File: src/rtl/count_window_monitor.sv
`default_nettype none
// ============================================================================
// Module   : count_window_monitor
// Purpose  : Debounced low/high window classifier and wrap detector for an
//            up/down counter, with sticky flags, event counter and IRQ.
// Revision : 1.0
// ============================================================================
module count_window_monitor #(
    parameter int WIDTH = 8,
    parameter int HOLD  = 4,
    parameter int EVT_W = 8
) (
    input  logic             clk,
    input  logic             reset,
    input  logic [WIDTH-1:0] count_in,
    input  logic             up_down,
    input  logic             cfg_valid,
    input  logic [WIDTH-1:0] lo_thr,
    input  logic [WIDTH-1:0] hi_thr,
    input  logic             irq_ack,
    output logic             armed,
    output logic [1:0]       zone,
    output logic             hi_flag,
    output logic             lo_flag,
    output logic             wrap_flag,
    output logic             cfg_err,
    output logic             irq,
    output logic [EVT_W-1:0] evt_count
);

    // State encoding doubles as the zone output code.
    typedef enum logic [1:0] {
        ST_BELOW  = 2'b00,
        ST_INSIDE = 2'b01,
        ST_ABOVE  = 2'b10,
        ST_IDLE   = 2'b11
    } state_t;

    localparam logic [WIDTH-1:0] C_ALL_ONES = {WIDTH{1'b1}};
    localparam logic [WIDTH-1:0] C_ZERO     = {WIDTH{1'b0}};
    localparam logic [3:0]       C_HOLD     = 4'(HOLD);
    localparam logic [EVT_W-1:0] C_EVT_MAX  = {EVT_W{1'b1}};

    state_t           r_state;
    state_t           w_state_nxt;
    state_t           r_cand;
    state_t           w_cand_nxt;
    state_t           w_raw;
    logic [3:0]       r_run;
    logic [3:0]       w_run_nxt;
    logic [3:0]       w_run_inc;
    logic             w_commit;

    logic [WIDTH-1:0] r_lo;
    logic [WIDTH-1:0] r_hi;
    logic [WIDTH-1:0] r_s_cnt;
    logic [WIDTH-1:0] r_p_cnt;
    logic             r_s_dir;
    logic             r_armed;
    logic             r_hi_flag;
    logic             r_lo_flag;
    logic             r_wrap_flag;
    logic             r_cfg_err;
    logic             r_irq;
    logic [EVT_W-1:0] r_evt;

    logic             w_cfg_ok;
    logic             w_cfg_bad;
    logic             w_wrap;
    logic             w_hi_evt;
    logic             w_lo_evt;
    logic             w_any_evt;
    logic [1:0]       w_inc;
    logic [EVT_W:0]   w_evt_sum;

    always_comb begin
        w_raw = ST_INSIDE;
        if (r_s_cnt > r_hi) begin
            w_raw = ST_ABOVE;
        end else if (r_s_cnt < r_lo) begin
            w_raw = ST_BELOW;
        end
    end

    assign w_cfg_ok  = cfg_valid && (lo_thr <= hi_thr);
    assign w_cfg_bad = cfg_valid && (lo_thr > hi_thr);
    assign w_wrap    = r_armed &&
                       (( r_s_dir && (r_p_cnt == C_ALL_ONES) && (r_s_cnt == C_ZERO)) ||
                        (!r_s_dir && (r_p_cnt == C_ZERO)     && (r_s_cnt == C_ALL_ONES)));

    // Commit fires on the edge where the run would reach HOLD, so the run
    // register itself never holds HOLD.
    always_comb begin
        w_state_nxt = r_state;
        w_cand_nxt  = r_cand;
        w_run_nxt   = r_run;
        w_run_inc   = 4'd0;
        w_commit    = 1'b0;
        if (r_state == ST_IDLE) begin
            if (w_cfg_ok) begin
                w_state_nxt = ST_INSIDE;
            end
        end else if (w_raw == r_state) begin
            w_run_nxt = 4'd0;
        end else begin
            w_run_inc  = (w_raw == r_cand) ? (r_run + 4'd1) : 4'd1;
            w_cand_nxt = w_raw;
            if (w_run_inc == C_HOLD) begin
                w_state_nxt = w_raw;
                w_run_nxt   = 4'd0;
                w_commit    = 1'b1;
            end else begin
                w_run_nxt = w_run_inc;
            end
        end
    end

    always_ff @(posedge clk or negedge reset) begin
        if (!reset) begin
            r_state <= ST_IDLE;
            r_cand  <= ST_BELOW;
            r_run   <= 4'd0;
        end else begin
            r_state <= w_state_nxt;
            r_cand  <= w_cand_nxt;
            r_run   <= w_run_nxt;
        end
    end

    assign w_hi_evt  = w_commit && (w_state_nxt == ST_ABOVE);
    assign w_lo_evt  = w_commit && (w_state_nxt == ST_BELOW);
    assign w_any_evt = w_hi_evt | w_lo_evt | w_wrap;
    assign w_inc     = {1'b0, w_hi_evt | w_lo_evt} + {1'b0, w_wrap};
    assign w_evt_sum = {1'b0, r_evt} + {{(EVT_W-1){1'b0}}, w_inc};

    always_ff @(posedge clk or negedge reset) begin
        if (!reset) begin
            r_lo        <= C_ZERO;
            r_hi        <= C_ALL_ONES;
            r_s_cnt     <= C_ZERO;
            r_p_cnt     <= C_ZERO;
            r_s_dir     <= 1'b0;
            r_armed     <= 1'b0;
            r_hi_flag   <= 1'b0;
            r_lo_flag   <= 1'b0;
            r_wrap_flag <= 1'b0;
            r_cfg_err   <= 1'b0;
            r_irq       <= 1'b0;
            r_evt       <= {EVT_W{1'b0}};
        end else begin
            r_s_cnt <= count_in;
            r_p_cnt <= r_s_cnt;
            r_s_dir <= up_down;
            if (w_cfg_ok) begin
                r_lo    <= lo_thr;
                r_hi    <= hi_thr;
                r_armed <= 1'b1;
            end
            r_cfg_err <= w_cfg_bad;
            // A new event on the ack edge wins over the clear.
            r_hi_flag   <= w_hi_evt  | (r_hi_flag   & ~irq_ack);
            r_lo_flag   <= w_lo_evt  | (r_lo_flag   & ~irq_ack);
            r_wrap_flag <= w_wrap    | (r_wrap_flag & ~irq_ack);
            r_irq       <= w_any_evt | (r_irq       & ~irq_ack);
            r_evt       <= w_evt_sum[EVT_W] ? C_EVT_MAX : w_evt_sum[EVT_W-1:0];
        end
    end

    assign armed     = r_armed;
    assign zone      = r_state;
    assign hi_flag   = r_hi_flag;
    assign lo_flag   = r_lo_flag;
    assign wrap_flag = r_wrap_flag;
    assign cfg_err   = r_cfg_err;
    assign irq       = r_irq;
    assign evt_count = r_evt;

endmodule
`default_nettype wire

File: config.mk
export PLATFORM = sky130hd
export DESIGN_NAME = count_window_monitor
export DESIGN_NICKNAME = d
export VERILOG_FILES = /design/src/rtl/count_window_monitor.sv
export SDC_FILE = /design/constraint.sdc
export NUM_CORES = 1
export LEC_CHECK = 0
export ABC_AREA = 1
export CORE_MARGIN = 1.5
export CORE_UTILIZATION = 53
export CTS_BUF_LIST = sky130_fd_sc_hd__clkbuf_8 sky130_fd_sc_hd__clkbuf_16
export CTS_CLUSTER_SIZE = 28
export DETAILED_ROUTE_END_ITERATION = 8
export HOLD_SLACK_MARGIN = 0.05
export PLACE_DENSITY = 0.79
export REMOVE_ABC_BUFFERS = 1
export SYNTH_ARGS = -nofsm -noshare
export SYNTH_HDL_FRONTEND = slang
export SYNTH_SLANG_ARGS = --single-unit
File: constraint.sdc
create_clock -name clk -period 4 [get_ports clk]
set_clock_uncertainty 0.05 [all_clocks]
set_input_delay 0.8 -clock clk [delete_from_list [all_inputs] [get_ports clk]]
set_output_delay 0.8 -clock clk [all_outputs]
set_load 0.1 [all_outputs]
# ---- Word level (Yosys, flattened, before mapping)
# Cells that the tools add are included.
dict set report op_classes {
  n_addsub 3
  n_bitwise 13
  n_lt_le_gt_ge 4
  n_reduce_logical 15
  n_eq_ne 7
  mux 13
}
# op n
set ops {}
lappend ops {{8-bit == test (second input constant)} 2}
lappend ops {{8-bit greater-than comparator} 2}
lappend ops {{8-bit logical NOT} 2}
lappend ops {{4-bit 2-to-1 mux} 3}
lappend ops {{2-bit 2-to-1 mux} 5}
lappend ops {{8-bit by 2-bit adder with 9-bit output} 1}
lappend ops {{1-bit logical AND} 9}
lappend ops {{8-bit <= comparator} 1}
lappend ops {{8-bit < comparator} 1}
lappend ops {{8-bit 2-to-1 mux} 1}
lappend ops {{1-bit OR} 6}
lappend ops {{4-bit by 1-bit adder with 4-bit output (second input constant)} 1}
lappend ops {{1-bit AND} 4}
lappend ops {{2-bit == test} 2}
lappend ops {{2-bit == test (second input constant)} 2}
lappend ops {{4-bit by 3-bit == test with 1-bit output (second input constant)} 1}
lappend ops {{1-bit 2-to-1 mux} 4}
lappend ops {{1-bit inverter} 3}
lappend ops {{1-bit by 1-bit adder with 2-bit output} 1}
lappend ops {{2-bit logical NOT} 1}
lappend ops {{2-bit AND reduction} 1}
lappend ops {{1-bit logical NOT} 1}
lappend ops {{1-bit logical OR} 1}
dict set report totals {
  out_inout_bits 16
  reg_bits 55
  elab_cells 70
  inputBits 29
}

# ---- Depth between registers and ports, before layout
# Gate-level depths: netlist (run 1).
dict set report logic_depth {
  word_depth 15
  depth_mapped 23
  ltp_nobuf 23
}

# ---- Worst setup path after synthesis (run 1)
# No wires, ideal clock.
dict set report synth_path {
  kind {reg2reg}
  start {register r_hi[7]}
  end {register r_evt[6] (netlist: evt_count[6])}
  slack_ps 871
  t_arrival_ps 2996
  path_buffers 0
  setup_time_ps 83
  path_stages_with_launch 18
  t_required_ps 3867
  period_less_slack_ps 3129
  cell_sequence {dfstp_2 -> inv_1 -> ha_1 -> a21o_1 -> nor2_2 -> nand2_2 -> nand2_4 -> nand2_2 -> xor2_1 -> nand2_1 -> nand3_1 -> nor2_2 -> fa_1 -> ha_1 -> nand2_1 -> nor4_1 -> nand2_1 -> o21ai_0}
}
dict set report synth_between {
  elab_chain_len 14
  word_cells_on_any_way 20
}
# element line_no
set synth_rtl {}
lappend synth_rtl {{from (decl)} 55} ;# logic [WIDTH-1:0] r_hi;
lappend synth_rtl {{from (signal assigned)} 156} ;# r_hi <= hi_thr;
lappend synth_rtl {{8-bit greater-than comparator *} 78} ;# if (r_s_cnt > r_hi) begin
lappend synth_rtl {{2-bit 2-to-1 mux *} 78}
lappend synth_rtl {{2-bit == test} 106} ;# w_run_inc = (w_raw == r_cand) ? (r_run + 4'd1) : 4'd1;
lappend synth_rtl {{4-bit 2-to-1 mux} 106}
lappend synth_rtl {{4-bit by 3-bit == test with 1-bit output} 108} ;# if (w_run_inc == C_HOLD) begin
lappend synth_rtl {{2-bit 2-to-1 mux} 108}
lappend synth_rtl {{2-bit 2-to-1 mux} 103} ;# end else if (w_raw == r_state) begin
lappend synth_rtl {{2-bit 2-to-1 mux} 99} ;# if (r_state == ST_IDLE) begin
lappend synth_rtl {{2-bit == test / 2-bit logical NOT (equally long branches)} {130, 131}}
lappend synth_rtl {{1-bit logical AND (on tied branches)} {130, 131}}
lappend synth_rtl {{1-bit OR *} 133} ;# assign w_inc = {1'b0, w_hi_evt | w_lo_evt} + {1'b0, w_wrap};
lappend synth_rtl {{1-bit by 1-bit adder with 2-bit output *} 133}
lappend synth_rtl {{8-bit by 2-bit adder with 9-bit output *} 134} ;# assign w_evt_sum = {1'b0, r_evt} + {{(EVT_W-1){1'b0}}, w_inc};
lappend synth_rtl {{8-bit 2-to-1 mux *} 165} ;# r_evt <= w_evt_sum[EVT_W] ? C_EVT_MAX : w_evt_sum[EVT_W-1:0];
lappend synth_rtl {{to (signal assigned)} 149} ;# r_evt <= {EVT_W{1'b0}};
lappend synth_rtl {{to (signal assigned)} 165}
lappend synth_rtl {{to (decl)} 65} ;# logic [EVT_W-1:0] r_evt;
# Mark *: on every way between the ends. The rest lies on a longest branch, timed or not.
# A chain may end at the register's enable or synchronous reset.

# ---- Worst setup path after layout (run 1)
dict set report layout_path {
  start {register r_hi[7]}
  end {register r_evt[5] (netlist: evt_count[5])}
}
# The elaborated chain is that of the path after synthesis.

==> results.toml, run 1 <==
[critical_path]
required_ns = 4.19
timing.setup.critical_path_class = "reg -> reg"
crit_path_end_kind = "flip-flop"
worst-r2r-cell-count = 17
start_kind = "flip-flop"
crit_path_max_fanout = 7
worst_ep_arrival_time_ns = 3.73

[logic_synthesis]
yosys_most_used_dff = "sky130_fd_sc_hd__dfrtp_1"
synth_cell_type_count = 38
synth_cells = 307
synth-edff-count = 0
yosysWarnings = 0
syn_area_um2 = 2811
postSynthRegisterBits = 55
synth-async-reset-ratio_pct = 100.0
post_synth.cell_area_avg_um2 = 9.158
synth_seq_area_share_pct = 49.40

[timing]
max_freq_mhz = 282.9
setup_viol = 0
tightest_slew_ns = 0.9813
timing.final.max_slew_violations = 0
final_hold_viol_count = 0
slew-limit-headroom_pct = 34.37
grt_setup_unrepaired = "false"
totalNegativeSetupSlack_ns = 0
fin_crit_sh_pct = 88.37
period_needed_ns = 3.535

[global_route]
first_global_vias = 2079
antenna_found_initial = 0
overflow = 0
track_usage_pct = 21.10
pin_count_of_the_biggest_net_entering_global_routing = 40
first_pass_grt_wire_length_mm = 9.114

[placement]
place.detailed.hpwl_mm = 4.173
number_of_buffers_added_on_ports = 44
gpl.final_weighted_congestion = 0.8038

[power]
switching_share_pct = 37.31
combPwrFrac_pct = 32.7
cellInternalPower_mw = 1.019
pwr_density_cell_nw_per_um2 = 470.2
p_seq_share_pct = 43.2
max-vdd-ir-drop_mv = 0.2524
power_frac_clock_pct = 24.1
total_leakage_power_nw = 1.704
p_switching_uw = 606.3

[clocking]
cts_post_setup_buffers_inserted = 0
clock-sinks = 55
postCtsHoldBufs = 0
clkSlewWorstSetupHoldPaths_ns = 0.11
cts_root_buffer = "sky130_fd_sc_hd__clkbuf_8"
cts-resized-gates = 0
clock_latency_ns = 0.32
clk_path_buf_depth = 2
tritoncts.num_buffers = 5
cts_tree = "built"
cts-htree-levels = 2

[floorplan]
die-width_um = 75.83
core-area_um2 = 5107
fp.dieH_um = 75.83
boundaryPins = 45
row_count = 26
initial_core_util_pct = 55.05
design.die.area_um2 = 5750

[routing]
post_drt_via_cell_ratio = 5.014
routedWlPerCell_um = 12.64
drt.antenna.violating_nets = 0
drtIter0Drc = 99
drc_errors = 0
drt-pass1-iter-count = 4
routed_wl_mm = 5.410
num_vias = 2146

[cells_and_area]
postLayoutCoreUtil_pct = 67.66
n_fill_cell = 417
syn_to_final_growth_pct = 22.92
antenna-diode-count = 0
multi_input_comb_area_um2 = 1222
layout_nets = 412
layout-drive-gt1-share_pct = 10.89
sequential_cell_area_um2 = 1389

[flow_run]
maxCapViolCount = 0

[min_path]
hold_wc_path_type = "reg -> reg"
hold_critical_path_depth = 0

[status]
status = "complete, no violations"
## layer usage
metal	GRT usage, %	up-vias	routed length, um
li1	-	1089	-
met1	27.75	1023	2552
met2	35.65	29	2656
met3	2.778	5	128
met4	7.738	0	73
met5	0	-	0
## critical path, stage by stage (launching register included)
cell and delay, ns:
sky130_fd_sc_hd__dfstp_2 0.55, sky130_fd_sc_hd__inv_1 0.04, sky130_fd_sc_hd__ha_1 0.32, sky130_fd_sc_hd__a21o_1 0.20, sky130_fd_sc_hd__nor2_2 0.13, sky130_fd_sc_hd__nand2_2 0.09
sky130_fd_sc_hd__nand2_4 0.10, sky130_fd_sc_hd__nand2_2 0.08, sky130_fd_sc_hd__xor2_1 0.15, sky130_fd_sc_hd__nand2_1 0.09, sky130_fd_sc_hd__nand3_1 0.14, sky130_fd_sc_hd__nor2_2 0.16
sky130_fd_sc_hd__fa_1 0.24, sky130_fd_sc_hd__ha_1 0.18, sky130_fd_sc_hd__nand2_1 0.10, sky130_fd_sc_hd__nor4_1 0.41, sky130_fd_sc_hd__nand2_1 0.26, sky130_fd_sc_hd__o21ai_0 0.14
## flip-flops by register name, summed over array words and instances, names as in the netlist
name / cells
r_p_cnt: 8
irq: 1
r_cand: 2
evt_count: 8
armed: 1
r_s_cnt: 8
r_s_dir: 1
lo_flag: 1
r_hi: 8
r_lo: 8
hi_flag: 1
r_run: 4
wrap_flag: 1
zone: 2
cfg_err: 1
## per-stage QoR
step	cells	setup WS (ns)	hold WS (ns)	power [mW]	area, um^2
after global placement	420	0.6119	0.3616	1.218	3337
after global routing	428	0.03133	0.4096	1.733	3456
final	428	0.4650	0.3873	1.625	3456
after CTS	428	0.4451	0.3878	1.640	3456
after floorplan	304	0.8712	0.3435	1.091	2799
after detailed placement	420	0.4862	0.3689	1.242	3337
## cell usage after synthesis (3+ instances only)
| library cell | count | area (um^2) |
|---|---|---|
| sky130_fd_sc_hd__ha_1 | 25 | 312.8 |
| sky130_fd_sc_hd__inv_2 | 3 | 11.26 |
| sky130_fd_sc_hd__xor2_1 | 3 | 26.28 |
| sky130_fd_sc_hd__nand2_1 | 62 | 232.7 |
| sky130_fd_sc_hd__nand2_2 | 4 | 25.02 |
| sky130_fd_sc_hd__nor3_1 | 3 | 15.01 |
| sky130_fd_sc_hd__dfstp_2 | 10 | 262.8 |
| sky130_fd_sc_hd__a21oi_1 | 21 | 105.1 |
| sky130_fd_sc_hd__nand4_1 | 4 | 25.02 |
| sky130_fd_sc_hd__nor2_1 | 20 | 75.07 |
| sky130_fd_sc_hd__o21ai_1 | 3 | 15.01 |
| sky130_fd_sc_hd__inv_1 | 47 | 176.4 |
| sky130_fd_sc_hd__dfrtp_1 | 45 | 1126 |
| sky130_fd_sc_hd__nand3_1 | 12 | 60.06 |
| sky130_fd_sc_hd__o21ai_0 | 14 | 70.07 |
| sky130_fd_sc_hd__nor4_1 | 3 | 18.77 |
## logic make-up after synthesis
| group | share of synthesized area [%] |
|---|---|
| AND/OR/NAND/NOR | 21.09 |
| AO/OA/AOI/OAI | 8.901 |
| XOR/XNOR | 1.246 |
| flip-flops | 49.40 |
| multiplexers | 0.4005 |
| adder cells (fa/ha/maj) | 11.84 |
| buffers and inverters | 7.121 |
## placed cells by master, fill, tap and decap left out, drive strengths merged, types with 2 or more instances in the layout
master,count
nor2,24
clkdlybuf4s50,43
inv,52
nand3b,2
a21oi,21
dfstp,10
xor2,3
clkbuf,5
ha,25
o31ai,2
nor3,3
o21a,2
nand3,14
nand2,67
nand4,5
buf,3
nor4,3
o21ai,17
dfrtp,45
## final timing paths
path,to,slack (ns),start
worst max-delay path,evt_count[5]$_DFF_PN0_,0.47,r_hi[7]$_DFFE_PN1P_
worst min-delay path,r_p_cnt[0]$_DFF_PN0_,0.39,r_s_cnt[0]$_DFF_PN0_
worst max register to register,evt_count[5]$_DFF_PN0_,0.47,r_hi[7]$_DFFE_PN1P_
worst min register to register,r_p_cnt[0]$_DFF_PN0_,0.39,r_s_cnt[0]$_DFF_PN0_
max in group asynchronous,zone[0]$_DFF_PN1_,2.55,reset
min in group asynchronous,cfg_err$_DFF_PN0_,0.53,reset
## power by group through the flow
stage | clock network, mW | logic, mW | registers, mW
after floorplan | 0 | 0.301 | 0.790
after global placement | 0 | 0.511 | 0.707
after detailed placement | 0 | 0.530 | 0.712
after CTS | 0.402 | 0.536 | 0.701
after global routing | 0.421 | 0.599 | 0.713
final | 0.391 | 0.532 | 0.702
## layout make-up
class	instances	share of cell area, %
Multi-Input combinational cell	199	35.37
Clock inverter	3	1.448
Sequential cell	55	40.19
Clock buffer	5	1.991
Timing Repair Buffer	46	13.03
Inverter	50	5.431
Tap cell	70	2.534
No activity file was read; power rests on OpenSTA's default activity.
==> run 2, diff against run 1 <==
- CORE_MARGIN: 1.5 -> 8
- SLEW_MARGIN: not set -> 20
==> results.toml, run 2 (same netlist as run 1, synthesis figures left out) <==
[min_path]
hold_wc_path_type = "reg -> reg"
worst_hold_path.endpoint = "r_p_cnt[0]$_DFF_PN0_"
hold_critical_path_depth = 0
hold_start = "r_s_cnt[0]$_DFF_PN0_"

[critical_path]
timing.setup.critical_path_class = "reg -> reg"
critical-path-top-cell-by-count = "sky130_fd_sc_hd__nand2_1"
crit_slowest_cell = "sky130_fd_sc_hd__dfstp_2"
path_cells = "inv_1 > ha_1 > a21o_1 > nor2_2 > nand2_2 > nand2_4 > nand2_2 > xor2_1 > nand2_1 > nand3_1 > nor2_2 > fa_1 > ha_1 > nand2_1 > nor4_1 > nand2_1 > o21ai_0"
worst-r2r-cell-count = 17
crit_path_end_kind = "flip-flop"
critPathLaunch = "r_hi[7]$_DFFE_PN1P_"
crit-reg2reg-capture = "evt_count[6]$_DFF_PN0_"
worst_ep_arrival_time_ns = 3.64
r2r_setup_slk_ns = 0.54
crit-reg2reg-launch = "r_hi[7]$_DFFE_PN1P_"
start_kind = "flip-flop"
cp_slowest_stage_delay_ns = 0.54
crit_path_max_fanout = 7
required_ns = 4.17

[clocking]
cts-resized-gates = 0
cts_tree = "built"
clock-sinks = 55
tritoncts.num_buffers = 5
postCtsHoldBufs = 0
clock_latency_ns = 0.30
clkSlewWorstSetupHoldPaths_ns = 0.10
clk_path_buf_depth = 2
cts-htree-levels = 2
cts_root_buffer = "sky130_fd_sc_hd__clkbuf_8"
cts_post_setup_buffers_inserted = 0

[routing]
drtIter0Drc = 43
routed_wl_mm = 5.520
post_drt_via_cell_ratio = 4.946
routedWlPerCell_um = 12.90
drc_errors = 0
num_vias = 2117
drt-pass1-iter-count = 4
drt.antenna.violating_nets = 0

[timing]
final_hold_viol_count = 0
tightest_slew_ns = 0.9891
totalNegativeSetupSlack_ns = 0
setup_viol = 0
grt_setup_unrepaired = "false"
fin_crit_sh_pct = 86.55
max_freq_mhz = 288.9
finalHoldWorstSlack_ns = 0.3946
slew-limit-headroom_pct = 33.85
period_needed_ns = 3.462
timing.final.max_slew_violations = 0

[floorplan]
boundaryPins = 45
initial_core_util_pct = 55.05
design.die.area_um2 = 7891
row_count = 26
core-area_um2 = 5107
die-width_um = 88.83
fp.dieH_um = 88.83

[placement]
number_of_buffers_added_on_ports = 44
gpl.final_weighted_congestion = 0.8107
place.detailed.hpwl_mm = 4.357

[status]
status = "complete, no violations"

[global_route]
pin_count_of_the_biggest_net_entering_global_routing = 41
overflow = 0
first_global_vias = 2265
antenna_found_initial = 0
first_pass_grt_wire_length_mm = 9.811
track_usage_pct = 15.55

[power]
pwr_density_cell_nw_per_um2 = 441.2
total_leakage_power_nw = 1.695
max-vdd-ir-drop_mv = 0.2243

[cells_and_area]
antenna-diode-count = 0
layout-drive-gt1-share_pct = 10.06
multi_input_comb_area_um2 = 1222
n_fill_cell = 437
sequential_cell_area_um2 = 1389
layout_nets = 412
leading_cell_type_in_the_layout_fill_and_taps_excluded = "sky130_fd_sc_hd__nand2_1"
most-common-layout-cells = "62 x sky130_fd_sc_hd__nand2_1, 50 x sky130_fd_sc_hd__inv_1, 45 x sky130_fd_sc_hd__dfrtp_1"
syn_to_final_growth_pct = 21.54

[flow_run]
maxCapViolCount = 0
## run 2: critical path: cells and delay by family (launching register included)
kind,cells,cell delay [ns]
buf+inv,1,0.04
flops,1,0.54
fa+ha+maj,3,0.75
compound gates,2,0.34
simple gates,10,1.53
xor+xnor,1,0.14
## run 2: cell type report
cell class / count / area share, %
Sequential cell: 55 / 40.64
Multi-Input combinational cell: 199 / 35.77
Timing Repair Buffer: 46 / 13.18
Inverter: 50 / 5.492
Tap cell: 70 / 2.563
Clock buffer: 5 / 2.014
Clock inverter: 3 / 0.3295
## run 2: per-layer routing
metal / vias to the layer above / track usage [%] / wire [um]
li1: 1089 / - / -
met1: 992 / 18.50 / 2524
met2: 32 / 27.22 / 2792
met3: 4 / 3.250 / 146
met4: 0 / 4.762 / 57
met5: - / 0 / 0
## run 2: how the worst max path moves through the flow
stage / end / slack (ns) / cells past startpoint
after floorplan: evt_count[6]$_DFF_PN0_ / 0.87 / 17
after global placement: evt_count[5]$_DFF_PN0_ / 0.76 / 18
after detailed placement: evt_count[6]$_DFF_PN0_ / 0.54 / 17
after CTS: evt_count[6]$_DFF_PN0_ / 0.54 / 17
after global routing: evt_count[6]$_DFF_PN0_ / 0.12 / 20
final: evt_count[6]$_DFF_PN0_ / 0.54 / 17
## run 2: stage by stage
step	area (um^2)	worst slack, ns	std cells	util (%)	total power [mW]
2_1_floorplan	2799	0.8712	304	-	1.091
3_3_place_gp	3337	0.7554	420	65.34	1.219
3_5_place_dp	3337	0.5364	420	65.34	1.231
4_1_cts	3417	0.5353	428	66.90	1.516
5_1_grt	3417	0.1213	428	66.90	1.607
6_report	3417	0.5382	428	66.90	1.508
## run 2: report_power, final
group	total, mW	internal [mW]	switching (mW)
Combinational	0.520	0.180	0.340
Sequential	0.700	0.644	0.0561
Clock	0.287	0.117	0.170
==> run 3, diff against run 2 <==
- CTS_CLUSTER_SIZE: 28 -> not set
==> results of run 3 <==
Same layout as run 2: the final DEF is identical, and so are final timing and power.
